===== config.mk =====
export PLATFORM = sky130hd
export DESIGN_NAME = proc_io_ctrl_flat
export DESIGN_NICKNAME = d
export VERILOG_FILES = /design/src/rtl/proc_io_ctrl_if.sv /design/src/rtl/proc_io_ctrl.sv /design/src/flat_wrapper.sv
export SDC_FILE = /design/constraint.sdc
export NUM_CORES = 1
export LEC_CHECK = 0
export CORE_ASPECT_RATIO = 1.5
export CORE_MARGIN = 1
export CORE_UTILIZATION = 47
export DETAILED_ROUTE_END_ITERATION = 12
export PLACE_DENSITY = 0.8
export SLEW_MARGIN = 0
export SYNTH_ARGS = -nofsm -noshare
export SYNTH_HDL_FRONTEND = slang
export SYNTH_SLANG_ARGS = --single-unit

===== constraint.sdc =====
create_clock -name clk -period 2.6 [get_ports clk]
set_input_delay 0.65 -clock clk [delete_from_list [all_inputs] [get_ports clk]]
set_output_delay 0.65 -clock clk [all_outputs]
set_load 0.02 [all_outputs]

===== src/rtl/proc_io_ctrl_if.sv =====
// ============================================================================
//  Module      : proc_io_ctrl_if
//  Description : Bus bundle for proc_io_ctrl. It carries the processor
//                read/write ports, the per-channel producer (input) and
//                consumer (output) handshakes, and the sticky error flags.
//                The slave modport is the controller side. The master
//                modport is the environment side: processor, producers and
//                consumers.
//  Ports       : processor  proc_req_in/proc_addr_in/proc_io_in,
//                           proc_out_en/proc_addr_out/proc_io_out
//                producer   in_data/in_valid/in_ready
//                consumer   out_data/out_valid/out_ready
//                errors     err_clr/rd_empty_err/wr_ovf_err
//  Revision    : 1.0 - initial release
// ============================================================================
`default_nettype none

interface proc_io_ctrl_if #(
    parameter int NBMANT = 16,
    parameter int NBEXPO = 6,
    parameter int NUIOIN = 8,
    parameter int NUIOOU = 8
);
    localparam int NBW = NBMANT + NBEXPO + 1;
    // A single-channel build keeps a 1-bit address instead of a zero-width one
    localparam int AIW = (NUIOIN > 1) ? $clog2(NUIOIN) : 1;
    localparam int AOW = (NUIOOU > 1) ? $clog2(NUIOOU) : 1;

    logic                   proc_req_in;
    logic [AIW-1:0]         proc_addr_in;
    logic [NBW-1:0]         proc_io_in;
    logic                   proc_out_en;
    logic [AOW-1:0]         proc_addr_out;
    logic [NBW-1:0]         proc_io_out;
    logic [NUIOIN*NBW-1:0]  in_data;
    logic [NUIOIN-1:0]      in_valid;
    logic [NUIOIN-1:0]      in_ready;
    logic [NUIOOU*NBW-1:0]  out_data;
    logic [NUIOOU-1:0]      out_valid;
    logic [NUIOOU-1:0]      out_ready;
    logic                   err_clr;
    logic                   rd_empty_err;
    logic                   wr_ovf_err;

    modport master (
        output proc_req_in, proc_addr_in, proc_out_en, proc_addr_out, proc_io_out,
        output in_data, in_valid, out_ready, err_clr,
        input  proc_io_in, in_ready, out_data, out_valid, rd_empty_err, wr_ovf_err
    );

    modport slave (
        input  proc_req_in, proc_addr_in, proc_out_en, proc_addr_out, proc_io_out,
        input  in_data, in_valid, out_ready, err_clr,
        output proc_io_in, in_ready, out_data, out_valid, rd_empty_err, wr_ovf_err
    );
endinterface

`default_nettype wire


===== src/rtl/proc_io_ctrl.sv =====
// ============================================================================
//  Module      : proc_io_ctrl
//  Description : Processor I/O controller.
//                Input side: each channel has one holding register and a full
//                flag. A producer loads the register while it is empty. The
//                processor reads it combinationally by address, and the read
//                strobe empties it.
//                Output side: each channel has one data register and a valid
//                flag. A processor write fills the register. A consumer
//                handshake drains it.
//                Sticky flags record reads of empty channels and overwrites
//                of output data that has not yet been consumed.
//  Ports       : clk          - clock, rising edge
//                rst          - synchronous reset, active low
//                bus (slave)  - processor, producer, consumer and error
//                               signals (see proc_io_ctrl_if)
//  Revision    : 1.0 - initial release
// ============================================================================
`default_nettype none

module proc_io_ctrl #(
    parameter int NBMANT = 16,
    parameter int NBEXPO = 6,
    parameter int NUIOIN = 8,
    parameter int NUIOOU = 8
) (
    input  logic              clk,
    input  logic              rst,
    proc_io_ctrl_if.slave     bus
);
    localparam int NBW = NBMANT + NBEXPO + 1;
    localparam int AIW = (NUIOIN > 1) ? $clog2(NUIOIN) : 1;
    localparam int AOW = (NUIOOU > 1) ? $clog2(NUIOOU) : 1;
    // Channel counts widened by one bit so that an address can be compared
    // against a count that is an exact power of two.
    localparam logic [AIW:0] c_NIN = (AIW+1)'(NUIOIN);
    localparam logic [AOW:0] c_NOU = (AOW+1)'(NUIOOU);

    // ------------------------------------------------------------------
    // Address qualification
    // ------------------------------------------------------------------
    logic w_rd_addr_ok;
    logic w_rd_ok;
    logic w_wr_ok;

    assign w_rd_addr_ok = ({1'b0, bus.proc_addr_in} < c_NIN);
    assign w_rd_ok      = bus.proc_req_in && w_rd_addr_ok;
    assign w_wr_ok      = bus.proc_out_en && ({1'b0, bus.proc_addr_out} < c_NOU);

    // ------------------------------------------------------------------
    // Input channels
    // ------------------------------------------------------------------
    logic [NUIOIN-1:0]     w_fin;
    logic [NUIOIN-1:0]     w_rd_sel;
    logic [NUIOIN*NBW-1:0] w_hin_flat;

    generate
        for (genvar k = 0; k < NUIOIN; k++) begin : g_in
            logic           r_fin;
            logic [NBW-1:0] r_hin;
            logic           w_load;

            assign w_rd_sel[k] = w_rd_ok && (bus.proc_addr_in == AIW'(k));
            // Loads are accepted only into an empty register. A full channel
            // cannot load and be read on the same edge.
            assign w_load      = bus.in_valid[k] && !r_fin;

            always_ff @(posedge clk) begin
                if (!rst) begin
                    r_fin <= 1'b0;
                    r_hin <= '0;
                end else if (w_load) begin
                    // An empty-channel read on the same edge does not discard
                    // the arriving word.
                    r_fin <= 1'b1;
                    r_hin <= bus.in_data[k*NBW +: NBW];
                end else if (w_rd_sel[k]) begin
                    r_fin <= 1'b0;
                end
            end

            assign w_fin[k]                  = r_fin;
            assign w_hin_flat[k*NBW +: NBW]  = r_hin;
        end
    endgenerate

    assign bus.in_ready   = ~w_fin;
    assign bus.proc_io_in = w_rd_addr_ok ? w_hin_flat[int'(bus.proc_addr_in)*NBW +: NBW]
                                         : '0;

    // ------------------------------------------------------------------
    // Output channels
    // ------------------------------------------------------------------
    logic [NUIOOU-1:0] w_ov;
    logic [NUIOOU-1:0] w_ovf_hit;

    generate
        for (genvar j = 0; j < NUIOOU; j++) begin : g_out
            logic           r_ov;
            logic [NBW-1:0] r_hout;
            logic           w_wr_sel;

            assign w_wr_sel = w_wr_ok && (bus.proc_addr_out == AOW'(j));

            always_ff @(posedge clk) begin
                if (!rst) begin
                    r_ov   <= 1'b0;
                    r_hout <= '0;
                end else if (w_wr_sel) begin
                    // The write wins over a coincident transfer, so valid stays set
                    r_ov   <= 1'b1;
                    r_hout <= bus.proc_io_out;
                end else if (r_ov && bus.out_ready[j]) begin
                    r_ov   <= 1'b0;
                end
            end

            // Data is lost only when the consumer is not taking it this edge
            assign w_ovf_hit[j]               = w_wr_sel && r_ov && !bus.out_ready[j];
            assign w_ov[j]                    = r_ov;
            assign bus.out_data[j*NBW +: NBW] = r_hout;
        end
    endgenerate

    assign bus.out_valid = w_ov;

    // ------------------------------------------------------------------
    // Sticky error flags: a new event on the clear edge keeps the flag set
    // ------------------------------------------------------------------
    logic w_rd_empty_hit;
    logic r_rd_empty_err;
    logic r_wr_ovf_err;

    assign w_rd_empty_hit = |(w_rd_sel & ~w_fin);

    always_ff @(posedge clk) begin
        if (!rst) begin
            r_rd_empty_err <= 1'b0;
            r_wr_ovf_err   <= 1'b0;
        end else begin
            if (w_rd_empty_hit)
                r_rd_empty_err <= 1'b1;
            else if (bus.err_clr)
                r_rd_empty_err <= 1'b0;

            if (|w_ovf_hit)
                r_wr_ovf_err <= 1'b1;
            else if (bus.err_clr)
                r_wr_ovf_err <= 1'b0;
        end
    end

    assign bus.rd_empty_err = r_rd_empty_err;
    assign bus.wr_ovf_err   = r_wr_ovf_err;

endmodule

`default_nettype wire

===== src/flat_wrapper.sv =====
// flat-port wrapper written by rule: the top's interface ports become plain ports
module proc_io_ctrl_flat 
#(
    parameter int NBMANT = 16,
    parameter int NBEXPO = 6,
    parameter int NUIOIN = 8,
    parameter int NUIOOU = 8
)
  (clk, rst, bus_proc_req_in, bus_proc_addr_in, bus_proc_out_en, bus_proc_addr_out, bus_proc_io_out, bus_in_data, bus_in_valid, bus_out_ready, bus_err_clr, bus_proc_io_in, bus_in_ready, bus_out_data, bus_out_valid, bus_rd_empty_err, bus_wr_ovf_err);
  proc_io_ctrl_if #(.NBMANT(NBMANT), .NBEXPO(NBEXPO), .NUIOIN(NUIOIN), .NUIOOU(NUIOOU)) bus_i ();
  input  logic clk;
  input  logic rst;
  input wire logic [$bits(bus_i.proc_req_in)-1:0] bus_proc_req_in;
  input wire logic [$bits(bus_i.proc_addr_in)-1:0] bus_proc_addr_in;
  input wire logic [$bits(bus_i.proc_out_en)-1:0] bus_proc_out_en;
  input wire logic [$bits(bus_i.proc_addr_out)-1:0] bus_proc_addr_out;
  input wire logic [$bits(bus_i.proc_io_out)-1:0] bus_proc_io_out;
  input wire logic [$bits(bus_i.in_data)-1:0] bus_in_data;
  input wire logic [$bits(bus_i.in_valid)-1:0] bus_in_valid;
  input wire logic [$bits(bus_i.out_ready)-1:0] bus_out_ready;
  input wire logic [$bits(bus_i.err_clr)-1:0] bus_err_clr;
  output wire logic [$bits(bus_i.proc_io_in)-1:0] bus_proc_io_in;
  output wire logic [$bits(bus_i.in_ready)-1:0] bus_in_ready;
  output wire logic [$bits(bus_i.out_data)-1:0] bus_out_data;
  output wire logic [$bits(bus_i.out_valid)-1:0] bus_out_valid;
  output wire logic [$bits(bus_i.rd_empty_err)-1:0] bus_rd_empty_err;
  output wire logic [$bits(bus_i.wr_ovf_err)-1:0] bus_wr_ovf_err;
  assign bus_i.proc_req_in = bus_proc_req_in;
  assign bus_i.proc_addr_in = bus_proc_addr_in;
  assign bus_i.proc_out_en = bus_proc_out_en;
  assign bus_i.proc_addr_out = bus_proc_addr_out;
  assign bus_i.proc_io_out = bus_proc_io_out;
  assign bus_i.in_data = bus_in_data;
  assign bus_i.in_valid = bus_in_valid;
  assign bus_i.out_ready = bus_out_ready;
  assign bus_i.err_clr = bus_err_clr;
  assign bus_proc_io_in = bus_i.proc_io_in;
  assign bus_in_ready = bus_i.in_ready;
  assign bus_out_data = bus_i.out_data;
  assign bus_out_valid = bus_i.out_valid;
  assign bus_rd_empty_err = bus_i.rd_empty_err;
  assign bus_wr_ovf_err = bus_i.wr_ovf_err;
  proc_io_ctrl #(.NBMANT(NBMANT), .NBEXPO(NBEXPO), .NUIOIN(NUIOIN), .NUIOOU(NUIOOU)) u_core (.clk(clk), .rst(rst), .bus(bus_i));
endmodule

== Word-level counts from Yosys, hierarchy flattened ==
Index checks and enable logic that the tools add are counted.

* Register bits: 386
* Input bits: 234
* Output and inout bits: 225

* Multiply operators: 1
* Equal/unequal tests: 14
* Shifts and indexed selects: 1
* Muxes and demuxes: 35
* Bitwise gates (word level): 2
* Reduce and logical (&&, ||, !) cells: 86

{| class="wikitable"
|+ Operators with widths
! operator !! number
|-
| 184-bit by 32-bit indexed part select with 23-bit output || 1
|-
| 1-bit logical AND || 48
|-
| 2-bit nonzero test || 18
|-
| 1-bit two-way mux || 35
|-
| 3-bit == test (second input constant) || 8
|-
| 1-bit zero test || 16
|-
| 8-bit OR reduction || 2
|-
| 3-bit by 2-bit == test with 1-bit output (second input constant) || 4
|-
| 8-bit bitwise AND || 1
|-
| 3-bit by 5-bit multiplier with 8-bit output (second input constant) || 1
|-
| 8-bit inverter || 1
|-
| 3-bit by 1-bit == test with 1-bit output (second input constant) || 2
|-
| 3-bit zero test || 2
|}

== Longest topological paths before layout ==
Gate-level depths: netlist of the first run.

* Word-level depth: 6
* Depth in mapped cells: 7
* Depth with buffers taken out: 4

== Worst setup path after synthesis of the first run ==
No wires, ideal clock.

* Kind: input port to output port
* Start point: input bus_proc_addr_in[0]
* End point: output bus_proc_io_in[11]
* Data arrival time: 1,767 ps
* Required time: 1,950 ps
* Setup slack: 183 ps
* Stages on the path: 4
* Path through: buf_6 buf_6 mux4_1 mux2_2

* Cells in the longest elaborated chain, start to end: 2

{| class="wikitable"
|+ Ends and longest elaborated chain
! item !! RTL line !! RTL
|-
| start, declared || flat_wrapper.sv:14 || <nowiki>input wire logic [$bits(bus_i.proc_addr_in)-1:0] bus_proc_addr_in;</nowiki>
|-
| 3-bit by 5-bit multiplier with 8-bit output || proc_io_ctrl.sv:88 || <nowiki>assign bus.proc_io_in = w_rd_addr_ok ? w_hin_flat[int'(bus.proc_addr_in)*NBW +: NBW]</nowiki>
|-
| 184-bit by 32-bit indexed part select with 23-bit output || proc_io_ctrl.sv:88 ||
|-
| end, declared || flat_wrapper.sv:22 || <nowiki>output wire logic [$bits(bus_i.proc_io_in)-1:0] bus_proc_io_in;</nowiki>
|}

Every way passes these cells.

== Worst setup path in the final report of the first run ==
* Start point: input bus_proc_addr_in[0]
* End point: output bus_proc_io_in[1]

Same word-level chain as after synthesis.

==> results.yml, run 1 <==
die:
  initial_core_util_pct: 47.6
  chipWidth_um: 148
  die-area_sq_um: 32900
  coreArea_sq_um: 31700
  die_height_um: 222
  placement_row_count: 80
  design.portCount: 459
clocking:
  tritoncts_clock_tree: "built"
  ctsLongestPathBuffers: 3
  clkSinkCount: 386
  clock-root-buffer: "sky130_fd_sc_hd__clkbuf_16"
  cts.htree.levels: 2
  clkSlewWorstSetupHoldPaths_ps: 60
  hold_buffers: 0
  clk-insertion-delay-late_ps: 520
  number_of_buffers_created_by_cts: 37
timing:
  rsz0062_at_grt: "true"
  fin_setup_tns_ps: -76.6
  timing.max_slew.rel_slack_pct: 59.2
  timing.final.max_slew_violations: 0
  achievable-frequency_mhz: 381
  finalSetupViolCount: 5
  finalHoldViolations: 0
  finalCritPeriodShare_pct: 101
  finalClockSkew_ps: 6.46
  period_needed_ps: 2620
  hold-worst-slack_ps: 453
  timing_worst_slew_pin_value_ps: 611
  timing.final.ws_setup_ps: -22.7
setup_path:
  path_delay_family: "multiplexers"
  worstPathArrival_ps: 1970
  crit_chain: "buf_16, buf_6, mux4_1, mux2_2, buf_2"
  crit_required_ps: 1950
  slowest_stage: "sky130_fd_sc_hd__mux4_1"
  timing_worst_setup_path_type: "input port to output pin"
  timing.critical_path.fanout_max: 7
  worst-path-buf-inv: 3
  endpoint_kind: "output pin"
  reg2reg_setup_slack_ps: 1190
  crit-reg2reg-launch: "u_core.g_in[1].r_fin"
  worstSetupStartpointType: "input port"
  regToRegEndpoint: "u_core.g_in[1].r_hin[4]"
  critPathMaxStageDelay_ps: 550
  reg2regPathDepth: 5
global_routing:
  grt_first_pass_wirelength_um: 84000
  antenna_found_initial: 2
  maximum_number_of_pins_on_one_net_before_global_route_repair: 56
  grtUsageTotal_pct: 33.6
  sum_of_overflow_across_all_layers_after_global_routing: 0
  first_global_vias: 14900
logic_synthesis:
  synthArstFlopShare_pct: 0
  synth-edff-count: 0
  synthDistinctLibCells: 36
  yosys-top-cells-area: "sky130_fd_sc_hd__dfxtp_1 (51%), sky130_fd_sc_hd__nand2_1 (19%), sky130_fd_sc_hd__a21oi_1 (13%)"
  synth_largest_area_cell: "sky130_fd_sc_hd__dfxtp_1"
  synthesis.area_sq_um: 15100
  syn-mean-instance-area_sq_um: 8.28
  synth_top_flop_cell: "sky130_fd_sc_hd__dfxtp_1"
  synth_warnings: 0
  synth_sequential_area_ratio_pct: 51.2
  synth_seq_cells: 386
  synth.top_cell.area_share_pct: 51.2
  synthCells: 1824
  synth_fp_nets: 2058
  synth_commonest_cells: "sky130_fd_sc_hd__nand2_1 (748), sky130_fd_sc_hd__dfxtp_1 (386), sky130_fd_sc_hd__a21oi_1 (385), sky130_fd_sc_hd__clkbuf_1 (86), sky130_fd_sc_hd__buf_2 (49)"
  synthMostInstantiatedCell: "sky130_fd_sc_hd__nand2_1"
min_path:
  hold_depth: 2
  hold_endpoint: "u_core.g_out[2].r_hout[9]"
  min-delay-start: "u_core.g_out[2].r_hout[9]"
  hp-class: "flop to flop"
cells_and_area:
  utilization_pct: 68.2
  drive_gt1_share_pct: 10.8
  finish.net_count: 2484
  final_area_sq_um: 21600
  fill_cells: 2444
  flow.area_growth_from_synthesis_pct: 43.3
run:
  cap_viol_max_count: 0
status:
  failing_checks: "setup timing"
  run_status: "finished with violations"
detailed_routing:
  detailroute.wirelength.met2_um: 28100
  dr.first_iter.drc_count: 1113
  post_route_ant_nets: 0
  wl_met1_um: 19100
  wire_length_on_met3_um: 5880
  drt_pass1_iterations: 6
  highest-signal-layer: "met4"
  detailed_route_wl_um: 57500
  post-route-drc-count: 0
  post_drt_via_cell_ratio: 5.65
  vias: 15200
  routedWlPerCell_um: 21.4
pwr:
  power-per-cell-area_nw_per_um2: 646
  leakagePower_nw: 7.98
  vdd_ir_drop_max_mv: 0.512
place:
  placement_cell_area_sq_um: 20200
  dp.final_hpwl_um: 39400
  io_buffer_count: 458
  gp_routability_congestion: 0.947
==> placed cells by master, fill, tap and decap left out, types with 8 or more instances in the layout <==
| master | synthesis | routed |
|---|---|---|
| sky130_fd_sc_hd__a21oi_1 | 385 | 385 |
| sky130_fd_sc_hd__buf_12 | 0 | 13 |
| sky130_fd_sc_hd__buf_2 | 49 | 14 |
| sky130_fd_sc_hd__buf_4 | 8 | 73 |
| sky130_fd_sc_hd__clkbuf_16 | 0 | 38 |
| sky130_fd_sc_hd__clkdlybuf4s50_1 | 0 | 432 |
| sky130_fd_sc_hd__dfxtp_1 | 386 | 386 |
| sky130_fd_sc_hd__inv_1 | 9 | 9 |
| sky130_fd_sc_hd__mux2_2 | 23 | 17 |
| sky130_fd_sc_hd__mux4_1 | 30 | 16 |
| sky130_fd_sc_hd__mux4_2 | 16 | 30 |
| sky130_fd_sc_hd__nand2_1 | 748 | 748 |
| sky130_fd_sc_hd__nand2b_1 | 11 | 11 |
| sky130_fd_sc_hd__nor2b_2 | 0 | 8 |
==> per-layer routing <==
layer  up-vias  GRT usage (%)
met4         0           23.2
met5         -              0
li1       6856              -
met2      1046           58.5
met1      7005           35.8
met3       276           7.33
==> cell type report <==
cell class              count  area [sq um]  area share (%)
clock inverters            13           221            1.02
diodes                      3          7.51          0.0347
repair buffers            548          5520            25.5
flip-flops and latches    386          7730            35.7
multi-input cells        1267          6570            30.4
inverters                  10          45.0           0.208
well taps                 410           513            2.37
clock buffers              50          1040            4.83
==> kinds of logic (layout without fill, tap and decap cells) <==
logic type,count (synthesis),count (layout),synth area share (%)
DFF,386,386,51.2
and+or+nand+nor,795,795,20.6
AOI/OAI and AO/OA,403,403,13.5
other,0,3,0
buffers and inverters,171,621,5.35
muxes,69,69,9.32
==> worst max path at each step <==
stage                              from                  to  slack [ps]  cells past startpoint
floorplan           bus_proc_addr_in[0]  bus_proc_io_in[11]         180                      4
global placement    bus_proc_addr_in[0]   bus_proc_io_in[2]        -520                      5
detailed placement  bus_proc_addr_in[0]  bus_proc_io_in[16]        -540                      5
CTS                 bus_proc_addr_in[0]  bus_proc_io_in[19]         -90                      5
global route        bus_proc_addr_in[0]  bus_proc_io_in[21]         -30                      5
finish              bus_proc_addr_in[0]   bus_proc_io_in[1]         -20                      5
==> worst min-delay path, delay by kind of cell (launching register included) <==
family,cells,cell delay (ps)
flops,1,310
simple gates,1,50
compound gates,1,50
==> sequential cells by signal, indices dropped and copies added (netlist names) <==
name,count
u_core.g_out.r_hout,184
u_core.g_out.r_ov,8
u_core.bus.rd_empty_err,1
u_core.g_in.r_hin,184
u_core.g_in.r_fin,8
u_core.bus.wr_ovf_err,1
==> timing repair <==
item / CTS / global route
setup buffers: 2 / 8
pin swaps: 0 / 0
cloned: 5 / 1
gates resized for setup: 116 / 28
setup endpoints to repair: 23 / 14
==> per-stage QoR <==
stage	std cells	power, W	setup WS (ps)
2_1_floorplan	1824	0.00729	183
3_3_place_gp	2605	0.00823	-519
3_5_place_dp	2605	0.00827	-539
4_1_cts	2675	0.0139	-87.6
5_1_grt	2686	0.0144	-34.0
6_report	2687	0.0140	-22.7
==> power by group <==
part / leakage, nW / internal, W / total, W / switching, W
Combinational: 4.21 / 0.000911 / 0.00193 / 0.00102
Clock: 0.622 / 0.00341 / 0.00571 / 0.00230
Sequential: 3.15 / 0.00616 / 0.00633 / 0.000169
Power figures use the tool's default switching activity.
==> run 2, diff against run 1 <==
CORE_AREA = 2 2 181 183   (was not set)
CORE_ASPECT_RATIO = not set   (was 1.5)
CORE_MARGIN = not set   (was 1)
CORE_UTILIZATION = not set   (was 47)
DIE_AREA = 0 0 183 185   (was not set)
PLACE_DENSITY = 0.81   (was 0.8)
clock period = 3.3 ns   (was 2.6 ns; I/O delays follow)
==> run 2 against run 1 <==
The run now ends clean. Total power fell by 18%. Cell area fell by 0.79%. Largest power group is now clock. Critical endpoint is now bus_proc_io_in[22]. Highest routed layer is now met5. Critical path depth did not move. Worst setup slack improved by 98 ps. Combinational power fell by 28%. Sequential cell count did not move. Routed wire length rose by 0.94%. Clock skew rose by 8.1 ps.
==> results.yml, run 2 (synthesis gave the netlist of run 1 again) <==
detailed_routing:
  vias: 14800
  dr.first_iter.drc_count: 1102
  routedWlPerCell_um: 21.8
  post_drt_via_cell_ratio: 5.54
  detailed_route_wl_um: 58000
  post-route-drc-count: 0
  drt_pass1_iterations: 7
  post_route_ant_nets: 0
die:
  placement_row_count: 66
  die_height_um: 185
  die-area_sq_um: 33900
  initial_core_util_pct: 47.1
  chipWidth_um: 183
  coreArea_sq_um: 32000
  design.portCount: 459
clocking:
  clkSlewWorstSetupHoldPaths_ps: 60
  clk-insertion-delay-late_ps: 530
  ctsLongestPathBuffers: 3
  number_of_buffers_created_by_cts: 42
  clock-root-buffer: "sky130_fd_sc_hd__clkbuf_16"
  cts.htree.levels: 2
  clkSinkCount: 386
  tritoncts_clock_tree: "built"
  hold_buffers: 0
cells_and_area:
  flow.area_growth_from_synthesis_pct: 42.2
  fill_cells: 2534
  fin_cells: 2665
  final_area_sq_um: 21500
  drive_gt1_share_pct: 8.13
  layout_common_cells: "sky130_fd_sc_hd__nand2_1 (748), sky130_fd_sc_hd__clkdlybuf4s50_1 (433), sky130_fd_sc_hd__dfxtp_1 (386), sky130_fd_sc_hd__a21oi_1 (385), sky130_fd_sc_hd__buf_4 (45)"
  layout_top_registers: "u_core.g_in.r_hin: 184 flops, u_core.g_out.r_hout: 184 flops"
  finish.net_count: 2454
  reg_area_sq_um: 7730
  multi_input_comb_area_sq_um: 6590
  mostFrequentLayoutCell: "sky130_fd_sc_hd__nand2_1"
place:
  placement_cell_area_sq_um: 20000
  placed_cells: 2584
  dp.final_hpwl_um: 42300
  io_buffer_count: 458
  gp_routability_congestion: 1.04
setup_path:
  worstSetupStartpointType: "input port"
  crit_required_ps: 2470
  timing_worst_setup_path_type: "input port to output pin"
  slowest_stage: "sky130_fd_sc_hd__mux4_1"
  critPathMaxStageDelay_ps: 570
  worstPathArrival_ps: 2400
  timing.critical_path.fanout_max: 22
  crit_chain: "buf_2, buf_12, mux4_1, mux2_2, dlygate4sd2_1"
  endpoint_kind: "output pin"
global_routing:
  first_global_vias: 14400
  grt_first_pass_wirelength_um: 84000
  antenna_found_initial: 5
  maximum_number_of_pins_on_one_net_before_global_route_repair: 87
  grtUsageTotal_pct: 32.9
  sum_of_overflow_across_all_layers_after_global_routing: 0
timing:
  timing.max_slew.rel_slack_pct: 31.2
  achievable-frequency_mhz: 310
  period_needed_ps: 3230
  finalCritPeriodShare_pct: 97.7
  timing.final.max_slew_violations: 0
  finalClockSkew_ps: 14.6
  finalHoldViolations: 0
  timing_worst_slew_pin_value_ps: 1030
  rsz0062_at_grt: "false"
  finalSetupViolCount: 0
status:
  run_status: "completed"
min_path:
  hp-class: "flop to flop"
run:
  cap_viol_max_count: 0
pwr:
  leakagePower_nw: 7.97
  power-per-cell-area_nw_per_um2: 533
  vdd_ir_drop_max_mv: 0.476
-- run 2: changes by cell type in the layout (fill, tap and decap cells not counted), sizes merged --
cell / change
buf: -56
clkinv: +2
clkdlybuf4s50: +1
bufinv: +1
clkinvlp: +1
dlygate4sd2: +21
diode: +2
clkbuf: +3
inv: +5
-- run 2: timing repair --
action / in CTS / in global routing
buffers inserted: 0 / 0
gates resized for setup: 22 / 0
setup endpoints to repair: 22 / 0
-- run 2: final timing paths --
check | endpoint | from | depth (start not counted) | slack, ps
max | bus_proc_io_in[22] | bus_proc_addr_in[0] | 5 | 70
min | u_core.g_out[4].r_hout[13] | u_core.g_out[4].r_hout[13] | 2 | 450
max reg2reg | u_core.g_in[4].r_hin[0] | u_core.g_in[4].r_fin | 4 | 1500
min reg2reg | u_core.g_out[4].r_hout[13] | u_core.g_out[4].r_hout[13] | 2 | 450
-- run 2: critical path: cells and delay by family --
family	cells	cell delay, ps
buffers and inverters	3	700
multiplexers	2	850
-- run 2: where the power goes --
part,leakage (nW),internal (W),switching (W),total (W)
logic,4.08,0.000652,0.000738,0.00139
clock network,0.738,0.00309,0.00195,0.00504
registers,3.15,0.00486,0.000173,0.00503
-- run 2: layout make-up --
cell class / instances / share of cell area [%]
antenna: 5 / 0.0583
clock buffer: 54 / 5.48
clock inverter: 22 / 1.50
inverter: 10 / 0.210
multi-input combinational: 1267 / 30.7
sequential: 386 / 36.0
tap: 408 / 2.38
timing repair buffer: 513 / 23.7
-- run 2: per-stage QoR --
| stage | util, % | power (W) | setup WS (ps) | TNS [ps] | hold WS, ps |
|---|---|---|---|---|---|
| 2_1_floorplan | - | 0.00574 | 533 | 0 | 432 |
| 6_report | 67.0 | 0.0115 | 74.8 | 0 | 454 |
| 3_3_place_gp | 62.4 | 0.00649 | -130 | -1700 | 441 |
| 4_1_cts | 67.0 | 0.0115 | 74.2 | 0 | 453 |
| 3_5_place_dp | 62.4 | 0.00651 | -157 | -1940 | 446 |
| 5_1_grt | 67.0 | 0.0118 | 21.7 | 0 | 471 |
-- run 2: routing by layer --
layer / wire length [um] / share of wire, % / GRT usage (%)
met3: 6130 / 11 / 10.3
met4: 4190 / 7.2 / 20.9
met5: 8 / 0.014 / 0
met2: 27900 / 48 / 57.0
met1: 19800 / 34 / 34.8
